File: config.mk
export PLATFORM = sky130hd
export DESIGN_NAME = assoc_cache_flat
export DESIGN_NICKNAME = d
export VERILOG_FILES = /design/src/rtl/assoc_cache_pkg.sv /design/src/rtl/assoc_cache_if.sv /design/src/rtl/cache_lookup.sv /design/src/rtl/assoc_cache.sv /design/src/flat_wrapper.sv
export SDC_FILE = /design/constraint.sdc
export NUM_CORES = 1
export LEC_CHECK = 0
export CAP_MARGIN = 5
export CORE_ASPECT_RATIO = 1.1
export CORE_MARGIN = 2
export CORE_UTILIZATION = 62
export CTS_BUF_LIST = sky130_fd_sc_hd__clkbuf_8
export CTS_CLUSTER_DIAMETER = 150
export CTS_CLUSTER_SIZE = 10
export DETAILED_ROUTE_END_ITERATION = 6
export PLACE_DENSITY = 0.83
export SYNTH_ARGS = -nofsm -noshare
export SYNTH_HDL_FRONTEND = slang
export SYNTH_SLANG_ARGS = --single-unit
File: constraint.sdc
create_clock -name clk -period 4.5 [get_ports clk]
set_input_delay 0.9 -clock clk [delete_from_list [all_inputs] [get_ports clk]]
set_output_delay 0.9 -clock clk [all_outputs]
set_load 0.02 [all_outputs]
File: src/rtl/assoc_cache_pkg.sv
// assoc_cache_pkg: shared types and helpers for the fully associative cache.
// FSM state encoding, bus direction constants and a width helper for the age field.
package assoc_cache_pkg;

  typedef enum logic [1:0] {
    StIdle = 2'd0,
    StWb   = 2'd1,
    StFill = 2'd2,
    StWt   = 2'd3
  } state_e;

  localparam logic RW_READ  = 1'b1;
  localparam logic RW_WRITE = 1'b0;

  // Ceiling log2, used to size the age field (ENTRIES is a power of two).
  function automatic int unsigned clog2(input int unsigned n);
    int unsigned r;
    r = 0;
    for (int unsigned i = 0; i < 32; i++) begin
      if ((32'd1 << i) < n) r = i + 1;
    end
    return r;
  endfunction

endpackage

File: src/rtl/assoc_cache_if.sv
// assoc_cache_if: CPU-side and memory-side buses of the cache.
// The slave modport is the cache itself; master is the CPU/memory environment.
interface assoc_cache_if #(
  parameter int unsigned D_WIDTH = 8,
  parameter int unsigned A_WIDTH = 8
);

  logic               cpu_req;
  logic               cpu_rw;
  logic [A_WIDTH-1:0] cpu_addr;
  logic [D_WIDTH-1:0] cpu_wdata;
  logic [D_WIDTH-1:0] cpu_rdata;
  logic               cpu_ready;
  logic               cpu_busy;

  logic               mem_req;
  logic               mem_rw;
  logic [A_WIDTH-1:0] mem_addr;
  logic [D_WIDTH-1:0] mem_wdata;
  logic [D_WIDTH-1:0] mem_rdata;
  logic               mem_ack;

  modport slave (
    input  cpu_req, cpu_rw, cpu_addr, cpu_wdata, mem_rdata, mem_ack,
    output cpu_rdata, cpu_ready, cpu_busy, mem_req, mem_rw, mem_addr, mem_wdata
  );

  modport master (
    output cpu_req, cpu_rw, cpu_addr, cpu_wdata, mem_rdata, mem_ack,
    input  cpu_rdata, cpu_ready, cpu_busy, mem_req, mem_rw, mem_addr, mem_wdata
  );

endinterface

File: src/rtl/cache_lookup.sv
// cache_lookup: combinational tag match, victim choice and LRU decrement mask.
// Inputs are the flattened per-entry address, valid and age vectors.
module cache_lookup
  import assoc_cache_pkg::*;
#(
  parameter int unsigned A_WIDTH = 8,
  parameter int unsigned ENTRIES = 4,
  parameter int unsigned AGE_W   = clog2(ENTRIES)
) (
  input  logic [ENTRIES*A_WIDTH-1:0] addr_flat,
  input  logic [ENTRIES-1:0]         valid,
  input  logic [ENTRIES*AGE_W-1:0]   age_flat,
  input  logic [A_WIDTH-1:0]         lookup_addr,
  input  logic [AGE_W-1:0]           touch_idx,
  output logic                       hit,
  output logic [AGE_W-1:0]           hit_idx,
  output logic [AGE_W-1:0]           victim_idx,
  output logic [ENTRIES-1:0]         dec_mask
);

  logic             any_inv;
  logic [AGE_W-1:0] vic_inv;
  logic [AGE_W-1:0] vic_lru;
  logic [AGE_W-1:0] touch_age;

  // Tag compare; valid entries hold distinct addresses so at most one matches.
  always_comb begin
    hit     = 1'b0;
    hit_idx = '0;
    for (int i = 0; i < ENTRIES; i++) begin
      if (valid[i] && (addr_flat[i*A_WIDTH +: A_WIDTH] == lookup_addr)) begin
        hit     = 1'b1;
        hit_idx = AGE_W'(i);
      end
    end
  end

  // Victim: lowest-index invalid entry, otherwise the entry whose age is 0.
  always_comb begin
    any_inv = 1'b0;
    vic_inv = '0;
    vic_lru = '0;
    for (int i = 0; i < ENTRIES; i++) begin
      if (age_flat[i*AGE_W +: AGE_W] == '0) vic_lru = AGE_W'(i);
    end
    // Descending scan so the lowest invalid index wins.
    for (int i = ENTRIES - 1; i >= 0; i--) begin
      if (!valid[i]) begin
        any_inv = 1'b1;
        vic_inv = AGE_W'(i);
      end
    end
    victim_idx = any_inv ? vic_inv : vic_lru;
  end

  // Entries older-ranked than the touched one (larger age) step down by one.
  always_comb begin
    touch_age = '0;
    for (int i = 0; i < ENTRIES; i++) begin
      if (touch_idx == AGE_W'(i)) touch_age = age_flat[i*AGE_W +: AGE_W];
    end
    for (int i = 0; i < ENTRIES; i++) begin
      dec_mask[i] = (age_flat[i*AGE_W +: AGE_W] > touch_age);
    end
  end

endmodule

File: src/rtl/assoc_cache.sv
// assoc_cache: fully associative, single-word-line cache with true-LRU replacement.
// Define ASSOC_CACHE_WB_EN for write-back (dirty bits, WB state); otherwise write-through.
module assoc_cache
  import assoc_cache_pkg::*;
#(
  parameter int unsigned D_WIDTH = 8,
  parameter int unsigned A_WIDTH = 8,
  parameter int unsigned ENTRIES = 4
) (
  input logic          clk,
  input logic          clr,
  assoc_cache_if.slave bus
);

  localparam int unsigned      AGE_W   = clog2(ENTRIES);
  localparam logic [AGE_W-1:0] AGE_MAX = AGE_W'(ENTRIES - 1);

  state_e                          state_q, state_d;
  logic [ENTRIES-1:0]              valid_q, valid_d;
  logic [ENTRIES-1:0][A_WIDTH-1:0] addr_q, addr_d;
  logic [ENTRIES-1:0][D_WIDTH-1:0] data_q, data_d;
  logic [ENTRIES-1:0][AGE_W-1:0]   age_q, age_d;
`ifdef ASSOC_CACHE_WB_EN
  logic [ENTRIES-1:0]              dirty_q, dirty_d;
  logic                            victim_dirty;
`endif

  // Request captured at acceptance, plus the entry it will land in.
  logic [A_WIDTH-1:0] lat_addr_q, lat_addr_d;
  logic [D_WIDTH-1:0] lat_data_q, lat_data_d;
  logic               lat_rw_q, lat_rw_d;
  logic [AGE_W-1:0]   vic_q, vic_d;

  logic [D_WIDTH-1:0] rdata_q, rdata_d;
  logic               ready_q, ready_d;
  logic               busy_q, busy_d;
  logic               mem_req_q, mem_req_d;
  logic               mem_rw_q, mem_rw_d;
  logic [A_WIDTH-1:0] mem_addr_q, mem_addr_d;
  logic [D_WIDTH-1:0] mem_wdata_q, mem_wdata_d;

  logic               accept;
  logic               hit;
  logic               touch;
  logic [AGE_W-1:0]   hit_idx;
  logic [AGE_W-1:0]   victim_idx;
  logic [AGE_W-1:0]   touch_idx;
  logic [ENTRIES-1:0] dec_mask;

  assign accept = bus.cpu_req & ~busy_q & (state_q == StIdle);

`ifdef ASSOC_CACHE_WB_EN
  assign victim_dirty = valid_q[victim_idx] & dirty_q[victim_idx];
`endif

  cache_lookup #(
    .A_WIDTH(A_WIDTH),
    .ENTRIES(ENTRIES),
    .AGE_W  (AGE_W)
  ) u_lookup (
    .addr_flat  (addr_q),
    .valid      (valid_q),
    .age_flat   (age_q),
    .lookup_addr(bus.cpu_addr),
    .touch_idx  (touch_idx),
    .hit        (hit),
    .hit_idx    (hit_idx),
    .victim_idx (victim_idx),
    .dec_mask   (dec_mask)
  );

  // Entry to touch: the hit or fresh victim while idle, the latched victim otherwise.
  always_comb begin
    if (state_q != StIdle) touch_idx = vic_q;
    else if (hit)          touch_idx = hit_idx;
    else                   touch_idx = victim_idx;
  end

  // Next-state, entry updates and registered outputs.
  always_comb begin
    state_d     = state_q;
    valid_d     = valid_q;
    addr_d      = addr_q;
    data_d      = data_q;
    age_d       = age_q;
`ifdef ASSOC_CACHE_WB_EN
    dirty_d     = dirty_q;
`endif
    lat_addr_d  = lat_addr_q;
    lat_data_d  = lat_data_q;
    lat_rw_d    = lat_rw_q;
    vic_d       = vic_q;
    rdata_d     = rdata_q;
    ready_d     = 1'b0;
    busy_d      = busy_q;
    mem_req_d   = mem_req_q;
    mem_rw_d    = mem_rw_q;
    mem_addr_d  = mem_addr_q;
    mem_wdata_d = mem_wdata_q;
    touch       = 1'b0;

    unique case (state_q)
      StIdle: begin
        if (accept) begin
          lat_addr_d = bus.cpu_addr;
          lat_data_d = bus.cpu_wdata;
          lat_rw_d   = bus.cpu_rw;
          vic_d      = victim_idx;
          if (hit) begin
            touch = 1'b1;
            if (bus.cpu_rw == RW_READ) begin
              rdata_d = data_q[hit_idx];
              ready_d = 1'b1;
            end else begin
              data_d[hit_idx] = bus.cpu_wdata;
`ifdef ASSOC_CACHE_WB_EN
              dirty_d[hit_idx] = 1'b1;
              ready_d          = 1'b1;
`else
              state_d = StWt;
              busy_d  = 1'b1;
`endif
            end
          end else if (bus.cpu_rw == RW_READ) begin
            busy_d = 1'b1;
`ifdef ASSOC_CACHE_WB_EN
            state_d = victim_dirty ? StWb : StFill;
`else
            state_d = StFill;
`endif
          end else begin
`ifdef ASSOC_CACHE_WB_EN
            if (victim_dirty) begin
              // Install is deferred until the old line has been written out.
              state_d = StWb;
              busy_d  = 1'b1;
            end else begin
              valid_d[victim_idx] = 1'b1;
              addr_d[victim_idx]  = bus.cpu_addr;
              data_d[victim_idx]  = bus.cpu_wdata;
              dirty_d[victim_idx] = 1'b1;
              touch               = 1'b1;
              ready_d             = 1'b1;
            end
`else
            valid_d[victim_idx] = 1'b1;
            addr_d[victim_idx]  = bus.cpu_addr;
            data_d[victim_idx]  = bus.cpu_wdata;
            touch               = 1'b1;
            state_d             = StWt;
            busy_d              = 1'b1;
`endif
          end
        end
      end

      StWb: begin
        if (!mem_req_q) begin
          mem_req_d   = 1'b1;
          mem_rw_d    = RW_WRITE;
          mem_addr_d  = addr_q[vic_q];
          mem_wdata_d = data_q[vic_q];
        end else if (bus.mem_ack) begin
          mem_req_d = 1'b0;
          if (lat_rw_q == RW_READ) begin
            state_d = StFill;
          end else begin
            valid_d[vic_q] = 1'b1;
            addr_d[vic_q]  = lat_addr_q;
            data_d[vic_q]  = lat_data_q;
`ifdef ASSOC_CACHE_WB_EN
            dirty_d[vic_q] = 1'b1;
`endif
            touch   = 1'b1;
            ready_d = 1'b1;
            busy_d  = 1'b0;
            state_d = StIdle;
          end
        end
      end

      StFill: begin
        if (!mem_req_q) begin
          mem_req_d  = 1'b1;
          mem_rw_d   = RW_READ;
          mem_addr_d = lat_addr_q;
        end else if (bus.mem_ack) begin
          mem_req_d      = 1'b0;
          valid_d[vic_q] = 1'b1;
          addr_d[vic_q]  = lat_addr_q;
          data_d[vic_q]  = bus.mem_rdata;
`ifdef ASSOC_CACHE_WB_EN
          dirty_d[vic_q] = 1'b0;
`endif
          touch   = 1'b1;
          rdata_d = bus.mem_rdata;
          ready_d = 1'b1;
          busy_d  = 1'b0;
          state_d = StIdle;
        end
      end

      StWt: begin
        if (!mem_req_q) begin
          mem_req_d   = 1'b1;
          mem_rw_d    = RW_WRITE;
          mem_addr_d  = lat_addr_q;
          mem_wdata_d = lat_data_q;
        end else if (bus.mem_ack) begin
          mem_req_d = 1'b0;
          ready_d   = 1'b1;
          busy_d    = 1'b0;
          state_d   = StIdle;
        end
      end
    endcase

    // LRU touch keeps the ages a permutation of 0..ENTRIES-1.
    if (touch) begin
      for (int i = 0; i < ENTRIES; i++) begin
        if (dec_mask[i]) age_d[i] = age_q[i] - 1'b1;
      end
      age_d[touch_idx] = AGE_MAX;
    end
  end

  // State and output registers; reset aborts any transaction in flight.
  always_ff @(posedge clk or negedge clr) begin
    if (!clr) begin
      state_q     <= StIdle;
      valid_q     <= '0;
      addr_q      <= '0;
      data_q      <= '0;
      for (int i = 0; i < ENTRIES; i++) age_q[i] <= AGE_W'(i);
`ifdef ASSOC_CACHE_WB_EN
      dirty_q     <= '0;
`endif
      lat_addr_q  <= '0;
      lat_data_q  <= '0;
      lat_rw_q    <= 1'b0;
      vic_q       <= '0;
      rdata_q     <= '0;
      ready_q     <= 1'b0;
      busy_q      <= 1'b0;
      mem_req_q   <= 1'b0;
      mem_rw_q    <= 1'b0;
      mem_addr_q  <= '0;
      mem_wdata_q <= '0;
    end else begin
      state_q     <= state_d;
      valid_q     <= valid_d;
      addr_q      <= addr_d;
      data_q      <= data_d;
      age_q       <= age_d;
`ifdef ASSOC_CACHE_WB_EN
      dirty_q     <= dirty_d;
`endif
      lat_addr_q  <= lat_addr_d;
      lat_data_q  <= lat_data_d;
      lat_rw_q    <= lat_rw_d;
      vic_q       <= vic_d;
      rdata_q     <= rdata_d;
      ready_q     <= ready_d;
      busy_q      <= busy_d;
      mem_req_q   <= mem_req_d;
      mem_rw_q    <= mem_rw_d;
      mem_addr_q  <= mem_addr_d;
      mem_wdata_q <= mem_wdata_d;
    end
  end

  assign bus.cpu_rdata = rdata_q;
  assign bus.cpu_ready = ready_q;
  assign bus.cpu_busy  = busy_q;
  assign bus.mem_req   = mem_req_q;
  assign bus.mem_rw    = mem_rw_q;
  assign bus.mem_addr  = mem_addr_q;
  assign bus.mem_wdata = mem_wdata_q;

endmodule
File: src/flat_wrapper.sv
// flat-port wrapper written by rule: the top's interface ports become plain ports
module assoc_cache_flat import assoc_cache_pkg::*;
#(
  parameter int unsigned D_WIDTH = 8,
  parameter int unsigned A_WIDTH = 8,
  parameter int unsigned ENTRIES = 4
)
  (clk, clr, bus_cpu_req, bus_cpu_rw, bus_cpu_addr, bus_cpu_wdata, bus_mem_rdata, bus_mem_ack, bus_cpu_rdata, bus_cpu_ready, bus_cpu_busy, bus_mem_req, bus_mem_rw, bus_mem_addr, bus_mem_wdata);
  assoc_cache_if #(.D_WIDTH(D_WIDTH), .A_WIDTH(A_WIDTH)) bus_i ();
  input logic clk;
  input logic clr;
  input wire logic [$bits(bus_i.cpu_req)-1:0] bus_cpu_req;
  input wire logic [$bits(bus_i.cpu_rw)-1:0] bus_cpu_rw;
  input wire logic [$bits(bus_i.cpu_addr)-1:0] bus_cpu_addr;
  input wire logic [$bits(bus_i.cpu_wdata)-1:0] bus_cpu_wdata;
  input wire logic [$bits(bus_i.mem_rdata)-1:0] bus_mem_rdata;
  input wire logic [$bits(bus_i.mem_ack)-1:0] bus_mem_ack;
  output wire logic [$bits(bus_i.cpu_rdata)-1:0] bus_cpu_rdata;
  output wire logic [$bits(bus_i.cpu_ready)-1:0] bus_cpu_ready;
  output wire logic [$bits(bus_i.cpu_busy)-1:0] bus_cpu_busy;
  output wire logic [$bits(bus_i.mem_req)-1:0] bus_mem_req;
  output wire logic [$bits(bus_i.mem_rw)-1:0] bus_mem_rw;
  output wire logic [$bits(bus_i.mem_addr)-1:0] bus_mem_addr;
  output wire logic [$bits(bus_i.mem_wdata)-1:0] bus_mem_wdata;
  assign bus_i.cpu_req = bus_cpu_req;
  assign bus_i.cpu_rw = bus_cpu_rw;
  assign bus_i.cpu_addr = bus_cpu_addr;
  assign bus_i.cpu_wdata = bus_cpu_wdata;
  assign bus_i.mem_rdata = bus_mem_rdata;
  assign bus_i.mem_ack = bus_mem_ack;
  assign bus_cpu_rdata = bus_i.cpu_rdata;
  assign bus_cpu_ready = bus_i.cpu_ready;
  assign bus_cpu_busy = bus_i.cpu_busy;
  assign bus_mem_req = bus_i.mem_req;
  assign bus_mem_rw = bus_i.mem_rw;
  assign bus_mem_addr = bus_i.mem_addr;
  assign bus_mem_wdata = bus_i.mem_wdata;
  assoc_cache #(.D_WIDTH(D_WIDTH), .A_WIDTH(A_WIDTH), .ENTRIES(ENTRIES)) u_core (.clk(clk), .clr(clr), .bus(bus_i));
endmodule
==> insert_results.sql, run 1 <==
INSERT INTO impl_metrics (metric_group, metric, value, unit) VALUES
('run_status', 'status', 'complete, no violations', ''),
('sta', 'post-route-period-util', '88.0', '%'),
('clocking', 'cts_inserted_buffers', '17', ''),
('floorplanning', 'die_area', '15000', 'µm²'),
('clocking', 'cts-hold-fix-buffers', '0', ''),
('final_layout', 'filler_cell_count', '1066', ''),
('final_layout', 'synthToLayoutAreaGrowth', '12.5', '%'),
('setup_path', 'path_cells', 'clkdlybuf4s50_1 -> xnor2_1 -> nand4_1 -> or3_1 -> a21oi_1 -> o31ai_2 -> buf_12 -> mux2i_1 -> mux2_2 -> ha_1 -> a21oi_1 -> a21oi_1 -> o211ai_1 -> a22o_1', ''),
('synth', 'synthDominantCellAreaShare', '34.8', '%'),
('sta', 'setup_total_negative_slack', '0', 'ns'),
('sta', 'worst_tran_pin_value', '1.31', 'ns'),
('synth', 'synth_top_cells_by_area', 'sky130_fd_sc_hd__dfrtp_1, sky130_fd_sc_hd__nand2_1, sky130_fd_sc_hd__mux2_4', ''),
('floorplanning', 'pin_count', '57', ''),
('placement', 'gpl.final_weighted_congestion', '0.994', ''),
('routing', 'drt_pass1_iterations', '6', ''),
('synth', 'yosysWarnings', '0', ''),
('pwr', 'p_sw_share', '49.4', '%'),
('setup_path', 'critPathLaunchType', 'input port', ''),
('global_routing', 'grt_pass1_vias', '7724', ''),
('routing', 'wl_per_cell', '21.9', 'µm'),
('clocking', 'tritoncts', 'yes', ''),
('placement', 'dp_hpwl', '17700', 'µm'),
('placement', 'placed_cells_incl_taps', '1178', ''),
('synth', 'synthFlopType', 'sky130_fd_sc_hd__dfrtp_1', ''),
('final_layout', 'layout-drive-gt1-share', '13.8', '%'),
('final_layout', 'ff_latch_area', '3130', 'µm²'),
('clocking', 'cts_setup_buffers', '0', ''),
('global_routing', 'total_global_route_track_usage', '36.9', '%'),
('final_layout', 'design.final.nets', '1054', ''),
('setup_path', 'timing.setup.critical_path_class', 'input port to flop', ''),
('routing', 'total_routed_length', '26500', 'µm'),
('pwr', 'p_per_area', '904', 'nW/µm²'),
('sta', 'timing.max_slew.rel_slack', '12.7', '%'),
('synth', 'yosysTopAreaCell', 'sky130_fd_sc_hd__dfrtp_1', ''),
('setup_path', 'regToRegStartpoint', 'u_core.age_q[5]', ''),
('floorplanning', 'fp-row-count', '45', ''),
('placement', 'buffer_ports.inserted', '56', ''),
('final_layout', 'num_antenna_cells', '0', ''),
('setup_path', 'cp-startpoint', 'bus_cpu_addr[5]', ''),
('sta', 'clock-skew-final', '0.00850', 'ns'),
('setup_path', 'critPathMostFrequentCell', 'sky130_fd_sc_hd__a21oi_1', ''),
('global_routing', 'grt_antenna_before_repair', '0', ''),
('global_routing', 'largest_net_degree_at_the_start_of_global_routing', '74', ''),
('setup_path', 'r2r_slack', '0.79', 'ns'),
('clocking', 'cts_max_path_buffers', '2', ''),
('sta', 'max_freq', '252', 'MHz'),
('clocking', 'clock_tree.root_cell', 'sky130_fd_sc_hd__clkbuf_8', ''),
('setup_path', 'crit_path_max_cell_delay', '0.58', 'ns'),
('pwr', 'clockPowerShare', '11.3', '%'),
('synth', 'post_synthesis_instance_area', '8700', 'µm²'),
('sta', 'unrepaired_setup_endpoints_after_global_routing', 'no', ''),
('synth', 'synth_seq_cells', '125', ''),
('setup_path', 'cp_data_arrival_time', '4.31', 'ns'),
('final_layout', 'fin_area', '9780', 'µm²'),
('routing', 'detail_route.iter0.violations', '985', ''),
('pwr', 'internal_power', '4.47', 'mW'),
('synth', 'ys_seq_area_share', '36.0', '%'),
('final_layout', 'layout.cells.non_filler', '1209', ''),
('pwr', 'total_switching_power', '4.37', 'mW'),
('final_layout', 'area_of_combinational_cells_with_multiple_inputs', '5150', 'µm²'),
('pwr', 'worst_ir_drop_vdd', '444', 'µV'),
('synth', 'post_synth_inst_count', '975', ''),
('placement', 'placedInstanceArea', '9380', 'µm²'),
('clocking', 'tritoncts_num_sinks', '125', ''),
('setup_path', 'cpMaxStageDelayCell', 'sky130_fd_sc_hd__clkdlybuf4s50_1', ''),
('pwr', 'sequentialPowerShare', '25.5', '%'),
('routing', 'final_antenna_net_count', '0', ''),
('run', 'cap_violations', '0', ''),
('pwr', 'power.leakage', '4.20', 'nW'),
('global_routing', 'globalRouteOverflowTotal', '0', ''),
('sta', 'setup_viol', '0', '');
[cells in the mapped netlist (3+ instances only)]
library cell,n
sky130_fd_sc_hd__nand2_1,245
sky130_fd_sc_hd__dfrtp_1,121
sky130_fd_sc_hd__o22ai_1,53
sky130_fd_sc_hd__clkbuf_1,48
sky130_fd_sc_hd__nor2_1,43
sky130_fd_sc_hd__a22oi_1,41
sky130_fd_sc_hd__a21oi_1,37
sky130_fd_sc_hd__o21ai_0,37
sky130_fd_sc_hd__mux2_4,32
sky130_fd_sc_hd__xnor2_1,32
sky130_fd_sc_hd__mux2i_1,30
sky130_fd_sc_hd__inv_1,19
sky130_fd_sc_hd__a211oi_1,17
sky130_fd_sc_hd__a22o_1,16
sky130_fd_sc_hd__ha_1,16
sky130_fd_sc_hd__mux4_2,16
sky130_fd_sc_hd__o21ai_1,13
sky130_fd_sc_hd__nand3_1,12
sky130_fd_sc_hd__a21boi_0,10
sky130_fd_sc_hd__nand4_1,10
sky130_fd_sc_hd__buf_6,9
sky130_fd_sc_hd__mux2_2,9
sky130_fd_sc_hd__a221o_1,8
sky130_fd_sc_hd__nor3_1,6
sky130_fd_sc_hd__nor2b_1,5
sky130_fd_sc_hd__o31ai_1,5
sky130_fd_sc_hd__or2_1,5
sky130_fd_sc_hd__a21oi_4,4
sky130_fd_sc_hd__and2_1,4
sky130_fd_sc_hd__buf_2,4
sky130_fd_sc_hd__buf_4,4
sky130_fd_sc_hd__dfstp_2,4
sky130_fd_sc_hd__nand2b_1,4
sky130_fd_sc_hd__o211ai_2,4
sky130_fd_sc_hd__or3_1,4
sky130_fd_sc_hd__buf_1,3
sky130_fd_sc_hd__clkinv_1,3
sky130_fd_sc_hd__o211a_1,3
sky130_fd_sc_hd__o22a_1,3
sky130_fd_sc_hd__o32ai_1,3
[per-layer routing]
metal  part of all wire, %  global-route usage [%]  up-vias
li1                      -                       -     3597
met1                    38                    46.9     3821
met2                    47                    58.1      544
met3                    11                    9.65      116
met4                   4.5                    18.6        0
met5                     0                       0        -
[cell type report]
| type | instances | area share, % |
|---|---|---|
| timing repair buffer | 83 | 8.03 |
| clock buffer | 20 | 2.81 |
| sequential | 125 | 32.0 |
| clock inverter | 11 | 1.23 |
| tap | 188 | 2.41 |
| multi-input combinational | 760 | 52.6 |
| inverter | 22 | 0.844 |
[state kept, by name (all words and copies together) (netlist names), 2 cells and up]
| signal | count |
|---|---|
| u_core.lat_data_q | 8 |
| u_core.vic_q | 2 |
| u_core.addr_q | 32 |
| u_core.age_q | 8 |
| u_core.lat_addr_q | 8 |
| u_core.bus.mem_addr | 8 |
| u_core.data_q | 32 |
| u_core.bus.cpu_rdata | 8 |
| u_core.state_q | 2 |
| u_core.bus.mem_wdata | 8 |
| u_core.valid_q | 4 |
[placed cells by master (no fill, tap or decap), types with 4 or more instances in the layout]
master,Yosys,final
sky130_fd_sc_hd__nand2_1,245,245
sky130_fd_sc_hd__dfrtp_1,121,121
sky130_fd_sc_hd__clkdlybuf4s50_1,0,55
sky130_fd_sc_hd__o22ai_1,53,53
sky130_fd_sc_hd__nor2_1,43,43
sky130_fd_sc_hd__a22oi_1,41,41
sky130_fd_sc_hd__a21oi_1,37,37
sky130_fd_sc_hd__o21ai_0,37,37
sky130_fd_sc_hd__xnor2_1,32,32
sky130_fd_sc_hd__mux2_4,32,32
sky130_fd_sc_hd__mux2i_1,30,30
sky130_fd_sc_hd__buf_4,4,26
sky130_fd_sc_hd__inv_1,19,21
sky130_fd_sc_hd__clkbuf_8,0,20
sky130_fd_sc_hd__a211oi_1,17,17
sky130_fd_sc_hd__a22o_1,16,16
sky130_fd_sc_hd__mux4_2,16,16
sky130_fd_sc_hd__ha_1,16,16
sky130_fd_sc_hd__o21ai_1,13,13
sky130_fd_sc_hd__nand3_1,12,12
sky130_fd_sc_hd__nand4_1,10,10
sky130_fd_sc_hd__a21boi_0,10,10
sky130_fd_sc_hd__mux2_2,9,9
sky130_fd_sc_hd__a221o_1,8,8
sky130_fd_sc_hd__nor3_1,6,5
sky130_fd_sc_hd__nor2b_1,5,5
sky130_fd_sc_hd__or2_1,5,5
sky130_fd_sc_hd__or3_1,4,4
sky130_fd_sc_hd__nand2b_1,4,4
sky130_fd_sc_hd__and2_1,4,4
sky130_fd_sc_hd__o31ai_1,5,4
sky130_fd_sc_hd__o211ai_2,4,4
sky130_fd_sc_hd__a21oi_4,4,4
sky130_fd_sc_hd__clkinvlp_4,0,4
sky130_fd_sc_hd__dfstp_2,4,4
[power groups by stage]
stage                     registers (mW)  logic (mW)  clock network [mW]
after floorplan                     2.17        3.87                   0
after global placement              2.22        5.31                   0
after detailed placement            2.24        5.45                   0
after CTS                           2.23        5.48               0.995
after global routing                2.30        6.02                1.05
final                               2.26        5.58               0.995
[metrics by stage]
step	utilization (%)	power, mW	worst slack (ns)	hold WS, ns
after floorplan	-	6.04	0.760	0.489
after global placement	68.3	7.53	0.223	0.461
after detailed placement	68.3	7.70	0.0915	0.465
after CTS	71.2	8.70	0.579	0.480
after global routing	71.2	9.37	0.353	0.505
final	71.2	8.84	0.538	0.476
[final timing paths]
path / to / depth (start not counted)
min in group asynchronous: u_core.state_q[0] / 1
max in group asynchronous: u_core.addr_q[13] / 2
setup / recovery: u_core.age_q[4] / 14
hold reg to reg: u_core.bus.cpu_rdata[1] / 2
setup reg to reg: u_core.age_q[4] / 15
hold / removal: u_core.bus.cpu_rdata[1] / 2
[worst max-delay path, delay by kind of cell]
kind,cells,cell delay [ns]
buffers and inverters,2,0.76
muxes,2,0.45
AOI/OAI and AO/OA,6,1.04
xor gates and xnor gates,1,0.31
and+or+nand+nor,2,0.53
adders and majority gates,1,0.32
[logic make-up after synthesis]
family	Yosys count	synth area share [%]
buffers and inverters	90	4.89
multiplexers	87	14.3
AND/OR/NAND/NOR	352	17.4
adder cells (fa/ha/maj)	16	2.30
flip-flops	125	36.0
AO/OA/AOI/OAI	273	21.9
XOR/XNOR	32	3.22
Note: power is estimated with default switching activity, not from simulation.
==> run 2, diff against run 1 <==
--- a/config.mk
+++ b/config.mk
@@ -8,12 +8,11 @@
 export CAP_MARGIN = 5
 export CORE_ASPECT_RATIO = 1.1
 export CORE_MARGIN = 2
-export CORE_UTILIZATION = 62
-export CTS_BUF_LIST = sky130_fd_sc_hd__clkbuf_8
+export CORE_UTILIZATION = 61
 export CTS_CLUSTER_DIAMETER = 150
 export CTS_CLUSTER_SIZE = 10
 export DETAILED_ROUTE_END_ITERATION = 6
-export PLACE_DENSITY = 0.83
+export PLACE_DENSITY = 0.82
 export SYNTH_ARGS = -nofsm -noshare
 export SYNTH_HDL_FRONTEND = slang
 export SYNTH_SLANG_ARGS = --single-unit
==> insert_results.sql, run 2 (synthesized netlist as in run 1, its figures left out) <==
INSERT INTO impl_metrics (metric_group, metric, value, unit) VALUES
('final_layout', 'num_antenna_cells', '0', ''),
('sta', 'max_freq', '246', 'MHz'),
('clocking', 'clock_tree.root_cell', 'sky130_fd_sc_hd__clkbuf_16', ''),
('routing', 'via_per_inst', '6.71', ''),
('pwr', 'p_sw_share', '47.8', '%'),
('pwr', 'internal_power', '4.89', 'mW'),
('pwr', 'p_per_area', '933', 'nW/µm²'),
('floorplanning', 'fp-row-count', '45', ''),
('sta', 'timing.max_slew.rel_slack', '16.5', '%'),
('placement', 'dp_hpwl', '17800', 'µm'),
('sta', 'setup_viol', '0', ''),
('clocking', 'post_cts_resized', '0', ''),
('routing', 'drt_pass1_iterations', '7', ''),
('run_status', 'status', 'finished with violations', ''),
('clocking', 'cts-hold-fix-buffers', '0', ''),
('floorplanning', 'pin_count', '57', ''),
('sta', 'post-route-period-util', '90.4', '%'),
('min_path', 'hp-class', 'flop to flop', ''),
('routing', 'total_routed_length', '27100', 'µm'),
('global_routing', 'largest_net_degree_at_the_start_of_global_routing', '61', ''),
('final_layout', 'filler_cell_count', '1083', ''),
('pwr', 'sequentialPowerShare', '23.8', '%'),
('routing', 'wl_per_cell', '22.3', 'µm'),
('final_layout', 'design.final.nets', '1060', ''),
('run_status', 'failed_checks', 'DRC', ''),
('setup_path', 'worst_path_maximum_fanout', '7', ''),
('placement', 'gpl.final_weighted_congestion', '0.953', ''),
('setup_path', 'timing.setup.critical_path_class', 'input port to flop', ''),
('final_layout', 'layout_top_registers', 'u_core.addr_q (32), u_core.data_q (32)', ''),
('floorplanning', 'die_x', '118', 'µm'),
('floorplanning', 'placeableCoreArea', '13900', 'µm²'),
('routing', 'remaining_drc_errors', '1', ''),
('pwr', 'clockPowerShare', '15.2', '%'),
('global_routing', 'total_global_route_track_usage', '36.7', '%'),
('routing', 'detail_route.iter0.violations', '919', ''),
('routing', 'detailroute.via_count', '8156', ''),
('sta', 'hold_viol', '0', ''),
('setup_path', 'critPathLaunchType', 'input port', ''),
('final_layout', 'synthToLayoutAreaGrowth', '15.3', '%'),
('placement', 'buffer_ports.inserted', '56', ''),
('pwr', 'totalPowerFinal', '9.35', 'mW'),
('sta', 'setup_total_negative_slack', '0', 'ns'),
('routing', 'final_antenna_net_count', '0', ''),
('clocking', 'cts_setup_buffers', '0', ''),
('sta', 'worst_tran_pin_value', '1.25', 'ns'),
('final_layout', 'layout.cells.most_common_list', 'sky130_fd_sc_hd__nand2_1, sky130_fd_sc_hd__dfrtp_1, sky130_fd_sc_hd__clkdlybuf4s50_1, sky130_fd_sc_hd__o22ai_1, sky130_fd_sc_hd__nor2_1', ''),
('pwr', 'power_frac_comb', '61.0', '%'),
('final_layout', 'layout-drive-gt1-share', '14.5', '%'),
('setup_path', 'cp_data_arrival_time', '4.38', 'ns'),
('pwr', 'total_switching_power', '4.47', 'mW'),
('clocking', 'cts_inserted_buffers', '17', ''),
('pwr', 'worst_ir_drop_vdd', '506', 'µV'),
('global_routing', 'grt_pass1_vias', '7972', ''),
('setup_path', 'worst_path_required', '4.81', 'ns'),
('clocking', 'tritoncts_num_sinks', '125', ''),
('sta', 'maxSlewViolCount', '0', ''),
('floorplanning', 'floorplan.initialDensity', '62.8', '%'),
('sta', 'clock-skew-final', '0.00621', 'ns'),
('clocking', 'cts.htree.levels', '4', ''),
('setup_path', 'setup.worst_path.end_class', 'flop', ''),
('global_routing', 'globalRouteOverflowTotal', '0', ''),
('clocking', 'clk-insertion-delay-late', '0.43', 'ns'),
('floorplanning', 'chipHeight', '129', 'µm'),
('run', 'cap_violations', '0', ''),
('final_layout', 'layout.cells.most_common', 'sky130_fd_sc_hd__nand2_1', ''),
('sta', 'final_period_minus_worst_setup_slack', '4.07', 'ns'),
('global_routing', 'grt_first_pass_wirelength', '42800', 'µm'),
('sta', 'finalHoldWorstSlack', '0.475', 'ns'),
('floorplanning', 'die_area', '15200', 'µm²'),
('clocking', 'cts_max_path_buffers', '2', ''),
('global_routing', 'grt_antenna_before_repair', '0', ''),
('pwr', 'power.leakage', '4.33', 'nW'),
('setup_path', 'crit_path_max_cell_delay', '0.56', 'ns'),
('setup_path', 'path_cells', 'clkdlybuf4s50_1 -> xnor2_1 -> nand3_1 -> or3_1 -> nand3_1 -> a31o_1 -> mux2_2 -> ha_1 -> a21oi_1 -> a21oi_1 -> o211ai_1 -> a22o_1', ''),
('clocking', 'tritoncts', 'yes', ''),
('clocking', 'cts.reportedPaths.clkPinSlew', '0.05', 'ns'),
('sta', 'unrepaired_setup_endpoints_after_global_routing', 'no', ''),
('setup_path', 'cpMaxStageDelayCell', 'sky130_fd_sc_hd__clkdlybuf4s50_1', '');
-- run 2: cell types whose count changed in the layout (fill, tap and decap cells not counted), sizes merged --
cell / change
buf: +6
bufinv: +1
clkbuf: +1
clkinv: +4
clkinvlp: -3
inv: -2
-- run 2: layout make-up --
class	count	area, µm²	area share [%]
repair buffers	89	818	8.16
clock inverters	11	140	1.40
clock buffers	21	470	4.69
inverters	22	82.6	0.824
flip-flops and latches	125	3130	31.2
multi-input cells	760	5150	51.3
well taps	188	235	2.35
-- run 2: per-stage QoR --
step	cells	area, µm²	util (%)	worst slack, ns
global route	1216	10000	72.4	0.250
finish	1216	10000	72.4	0.431
detailed placement	1184	9420	68.0	0.0819
global placement	1184	9420	68.0	0.145
CTS	1216	10000	72.4	0.467
floorplan	975	8700	-	0.760
-- run 2: critical path, delay by kind of cell --
kind            cells  cell delay, ns
buf+inv             1            0.56
compound gates      5            1.07
mux                 1            0.43
fa+ha+maj           1            0.31
xor+xnor            1            0.33
simple gates        3            0.78
-- run 2: power by group through the flow --
stage	clock (mW)	combinational [mW]	sequential, mW
after floorplan	0	3.87	2.17
after global placement	0	5.35	2.20
after detailed placement	0	5.50	2.21
after CTS	1.42	5.57	2.20
after global routing	1.48	6.11	2.28
final	1.42	5.71	2.23
-- run 2: worst paths after layout --
kind	from	cells after the start	slack [ns]	end
worst max-delay path	bus_cpu_addr[7]	12	0.43	u_core.age_q[4]
worst min-delay path	u_core.bus.cpu_rdata[1]	2	0.47	u_core.bus.cpu_rdata[1]
worst max register to register	u_core.age_q[5]	16	0.82	u_core.age_q[1]
worst min register to register	u_core.bus.cpu_rdata[1]	2	0.47	u_core.bus.cpu_rdata[1]
max in group asynchronous	clr	2	3.02	u_core.age_q[7]
min in group asynchronous	clr	1	0.55	u_core.state_q[1]
-- run 2: routing by layer --
layer	share of wire (%)	vias up	global-route usage, %
met5	0	-	0
met4	6.1	0	22.8
met3	10	143	8.14
met2	46	537	60.1
met1	37	3860	44.7
li1	-	3616	-
==> run 3, diff against run 2 <==
--- a/config.mk
+++ b/config.mk
@@ -5,14 +5,15 @@
 export SDC_FILE = /design/constraint.sdc
 export NUM_CORES = 1
 export LEC_CHECK = 0
-export CAP_MARGIN = 5
-export CORE_ASPECT_RATIO = 1.1
+export CAP_MARGIN = 10
+export CORE_ASPECT_RATIO = 0.6
 export CORE_MARGIN = 2
 export CORE_UTILIZATION = 61
 export CTS_CLUSTER_DIAMETER = 150
 export CTS_CLUSTER_SIZE = 10
 export DETAILED_ROUTE_END_ITERATION = 6
 export PLACE_DENSITY = 0.82
+export SETUP_SLACK_MARGIN = 0.05
 export SYNTH_ARGS = -nofsm -noshare
 export SYNTH_HDL_FRONTEND = slang
 export SYNTH_SLANG_ARGS = --single-unit
==> insert_results.sql, run 3 (synthesized netlist as in run 1, its figures left out) <==
INSERT INTO impl_metrics (metric_group, metric, value, unit) VALUES
('global_routing', 'total_global_route_track_usage', '38.3', '%'),
('pwr', 'power_frac_comb', '60.3', '%'),
('pwr', 'total_switching_power', '4.62', 'mW'),
('clocking', 'cts_max_path_buffers', '2', ''),
('setup_path', 'path_cells', 'clkdlybuf4s50_1 -> buf_4 -> xnor2_1 -> nand2_1 -> or3_1 -> a21oi_1 -> o31ai_4 -> mux2i_1 -> mux2_2 -> ha_1 -> a21oi_1 -> a21oi_1 -> inv_1 -> a211oi_1 -> o22ai_1', ''),
('sta', 'clock-skew-final', '0.00969', 'ns'),
('pwr', 'totalPowerFinal', '9.64', 'mW'),
('clocking', 'tritoncts', 'yes', ''),
('run', 'cap_violations', '0', ''),
('pwr', 'internal_power', '5.02', 'mW'),
('floorplanning', 'chipHeight', '96.5', 'µm'),
('pwr', 'sequentialPowerShare', '23.3', '%'),
('clocking', 'clock_tree.root_cell', 'sky130_fd_sc_hd__clkbuf_16', ''),
('routing', 'detailroute.via_count', '8385', ''),
('final_layout', 'layout.cells.most_common', 'sky130_fd_sc_hd__nand2_1', ''),
('routing', 'via_per_inst', '6.87', ''),
('final_layout', 'layout-drive-gt1-share', '14.6', '%'),
('setup_path', 'cpMaxStageDelayCell', 'sky130_fd_sc_hd__or3_1', ''),
('routing', 'detail_route.iter0.violations', '1225', ''),
('pwr', 'worst_ir_drop_vdd', '540', 'µV'),
('final_layout', 'design.final.nets', '1061', ''),
('final_layout', 'fin_util', '73.3', '%'),
('clocking', 'clk-insertion-delay-late', '0.42', 'ns'),
('pwr', 'p_per_area', '954', 'nW/µm²'),
('setup_path', 'timing.setup.critical_path_class', 'input port to flop', ''),
('sta', 'setup_total_negative_slack', '0', 'ns'),
('final_layout', 'filler_cell_count', '992', ''),
('global_routing', 'grt_pass1_vias', '8118', ''),
('setup_path', 'worst_path_maximum_fanout', '9', ''),
('sta', 'finalHoldWorstSlack', '0.477', 'ns'),
('placement', 'placed_cells_incl_taps', '1189', ''),
('setup_path', 'crit_path_max_cell_delay', '0.54', 'ns'),
('global_routing', 'grt_first_pass_wirelength', '43900', 'µm'),
('floorplanning', 'fp-row-count', '33', ''),
('final_layout', 'layout.cells.most_common_list', 'sky130_fd_sc_hd__nand2_1, sky130_fd_sc_hd__dfrtp_1, sky130_fd_sc_hd__clkdlybuf4s50_1, sky130_fd_sc_hd__o22ai_1, sky130_fd_sc_hd__nor2_1', ''),
('placement', 'gpl.final_weighted_congestion', '1.02', ''),
('placement', 'buffer_ports.inserted', '56', ''),
('setup_path', 'worst_path_required', '4.84', 'ns'),
('clocking', 'tritoncts_num_sinks', '125', ''),
('pwr', 'p_sw_share', '47.9', '%'),
('global_routing', 'globalRouteOverflowTotal', '0', ''),
('min_path', 'hp-class', 'flop to flop', ''),
('sta', 'worst_tran_pin_value', '1.15', 'ns'),
('final_layout', 'ff_latch_area', '3130', 'µm²'),
('sta', 'final_period_minus_worst_setup_slack', '4.29', 'ns'),
('final_layout', 'area_of_combinational_cells_with_multiple_inputs', '5160', 'µm²'),
('global_routing', 'largest_net_degree_at_the_start_of_global_routing', '66', ''),
('placement', 'dp_hpwl', '18600', 'µm'),
('final_layout', 'synthToLayoutAreaGrowth', '16.2', '%'),
('sta', 'timing.max_slew.rel_slack', '22.8', '%'),
('floorplanning', 'placeableCoreArea', '13800', 'µm²'),
('sta', 'unrepaired_setup_endpoints_after_global_routing', 'no', ''),
('clocking', 'cts_inserted_buffers', '17', ''),
('floorplanning', 'floorplan.initialDensity', '63.1', '%'),
('sta', 'hold_viol', '0', ''),
('routing', 'drt_pass1_iterations', '7', ''),
('routing', 'remaining_drc_errors', '0', ''),
('global_routing', 'grt_antenna_before_repair', '0', ''),
('pwr', 'power.leakage', '4.36', 'nW'),
('routing', 'wl_per_cell', '22.8', 'µm'),
('pwr', 'clockPowerShare', '16.5', '%'),
('setup_path', 'critPathLaunchType', 'input port', ''),
('floorplanning', 'die_area', '15300', 'µm²'),
('routing', 'final_antenna_net_count', '0', ''),
('clocking', 'cts.htree.levels', '4', ''),
('sta', 'maxSlewViolCount', '0', ''),
('run_status', 'status', 'complete, no violations', ''),
('final_layout', 'layout_top_registers', 'u_core.addr_q (32), u_core.data_q (32)', ''),
('floorplanning', 'die_x', '158', 'µm'),
('routing', 'total_routed_length', '27900', 'µm'),
('clocking', 'cts.reportedPaths.clkPinSlew', '0.06', 'ns'),
('sta', 'setup_viol', '0', ''),
('sta', 'max_freq', '233', 'MHz'),
('setup_path', 'critPathMostFrequentCell', 'sky130_fd_sc_hd__a21oi_1', ''),
('floorplanning', 'pin_count', '57', ''),
('setup_path', 'cp_data_arrival_time', '4.63', 'ns'),
('setup_path', 'setup.worst_path.end_class', 'flop', ''),
('sta', 'post-route-period-util', '95.4', '%'),
('final_layout', 'layout.cells.non_filler', '1221', '');
==> run 3: timing repair <==
| item | in CTS | in global routing |
|---|---|---|
| setup buffers | 0 | 0 |
| hold buffers | 0 | 0 |
| endpoints found under the setup margin | 0 | 8 |
| resized for setup | 0 | 1 |
==> run 3: layout make-up <==
| type | count | share of cell area, % |
|---|---|---|
| Sequential cell | 125 | 31.0 |
| Timing Repair Buffer | 90 | 8.17 |
| Inverter | 22 | 0.817 |
| Multi-Input combinational cell | 760 | 51.0 |
| Tap cell | 192 | 2.38 |
| Clock buffer | 17 | 4.21 |
| Antenna cell | 1 | 0.0248 |
| Clock inverter | 14 | 2.38 |
==> run 3: per-layer routing <==
layer | global-route usage, % | vias up | part of all wire, %
li1 | - | 3614 | -
met1 | 53.2 | 3994 | 40
met2 | 54.2 | 658 | 41
met3 | 14.9 | 119 | 15
met4 | 14.8 | 0 | 3.0
met5 | 0 | - | 0
==> run 3: worst max-delay path: cells and delay by family <==
family / cells / cell delay [ns]
AO/OA/AOI/OAI: 6 / 1.21
XOR/XNOR: 1 / 0.23
adder cells (fa/ha/maj): 1 / 0.34
buffers and inverters: 3 / 0.81
multiplexers: 2 / 0.49
AND/OR/NAND/NOR: 2 / 0.65
==> run 3: worst paths after layout <==
kind	startpoint	end	slack (ns)	depth (start not counted)
max	bus_cpu_addr[1]	u_core.age_q[6]	0.21	15
min	u_core.bus.mem_wdata[2]	u_core.bus.mem_wdata[2]	0.48	2
max reg2reg	u_core.age_q[5]	u_core.age_q[6]	0.49	15
min reg2reg	u_core.bus.mem_wdata[2]	u_core.bus.mem_wdata[2]	0.48	2
max in group asynchronous	clr	u_core.age_q[6]	3.06	2
min in group asynchronous	clr	u_core.addr_q[11]	0.56	1
==> run 3: through the flow <==
step,area (µm²),worst slack [ns]
2_1_floorplan,8700,0.760
3_3_place_gp,9430,-0.0134
3_5_place_dp,9430,-0.243
4_1_cts,10100,0.141
5_1_grt,10100,0.0847
6_report,10100,0.208
==> run 3: power groups by stage <==
stage	combinational, mW	sequential, mW	clock, mW
floorplan	3.87	2.17	0
global placement	5.35	2.19	0
detailed placement	5.55	2.21	0
CTS	5.62	2.20	1.59
global route	6.25	2.30	1.62
finish	5.81	2.24	1.59
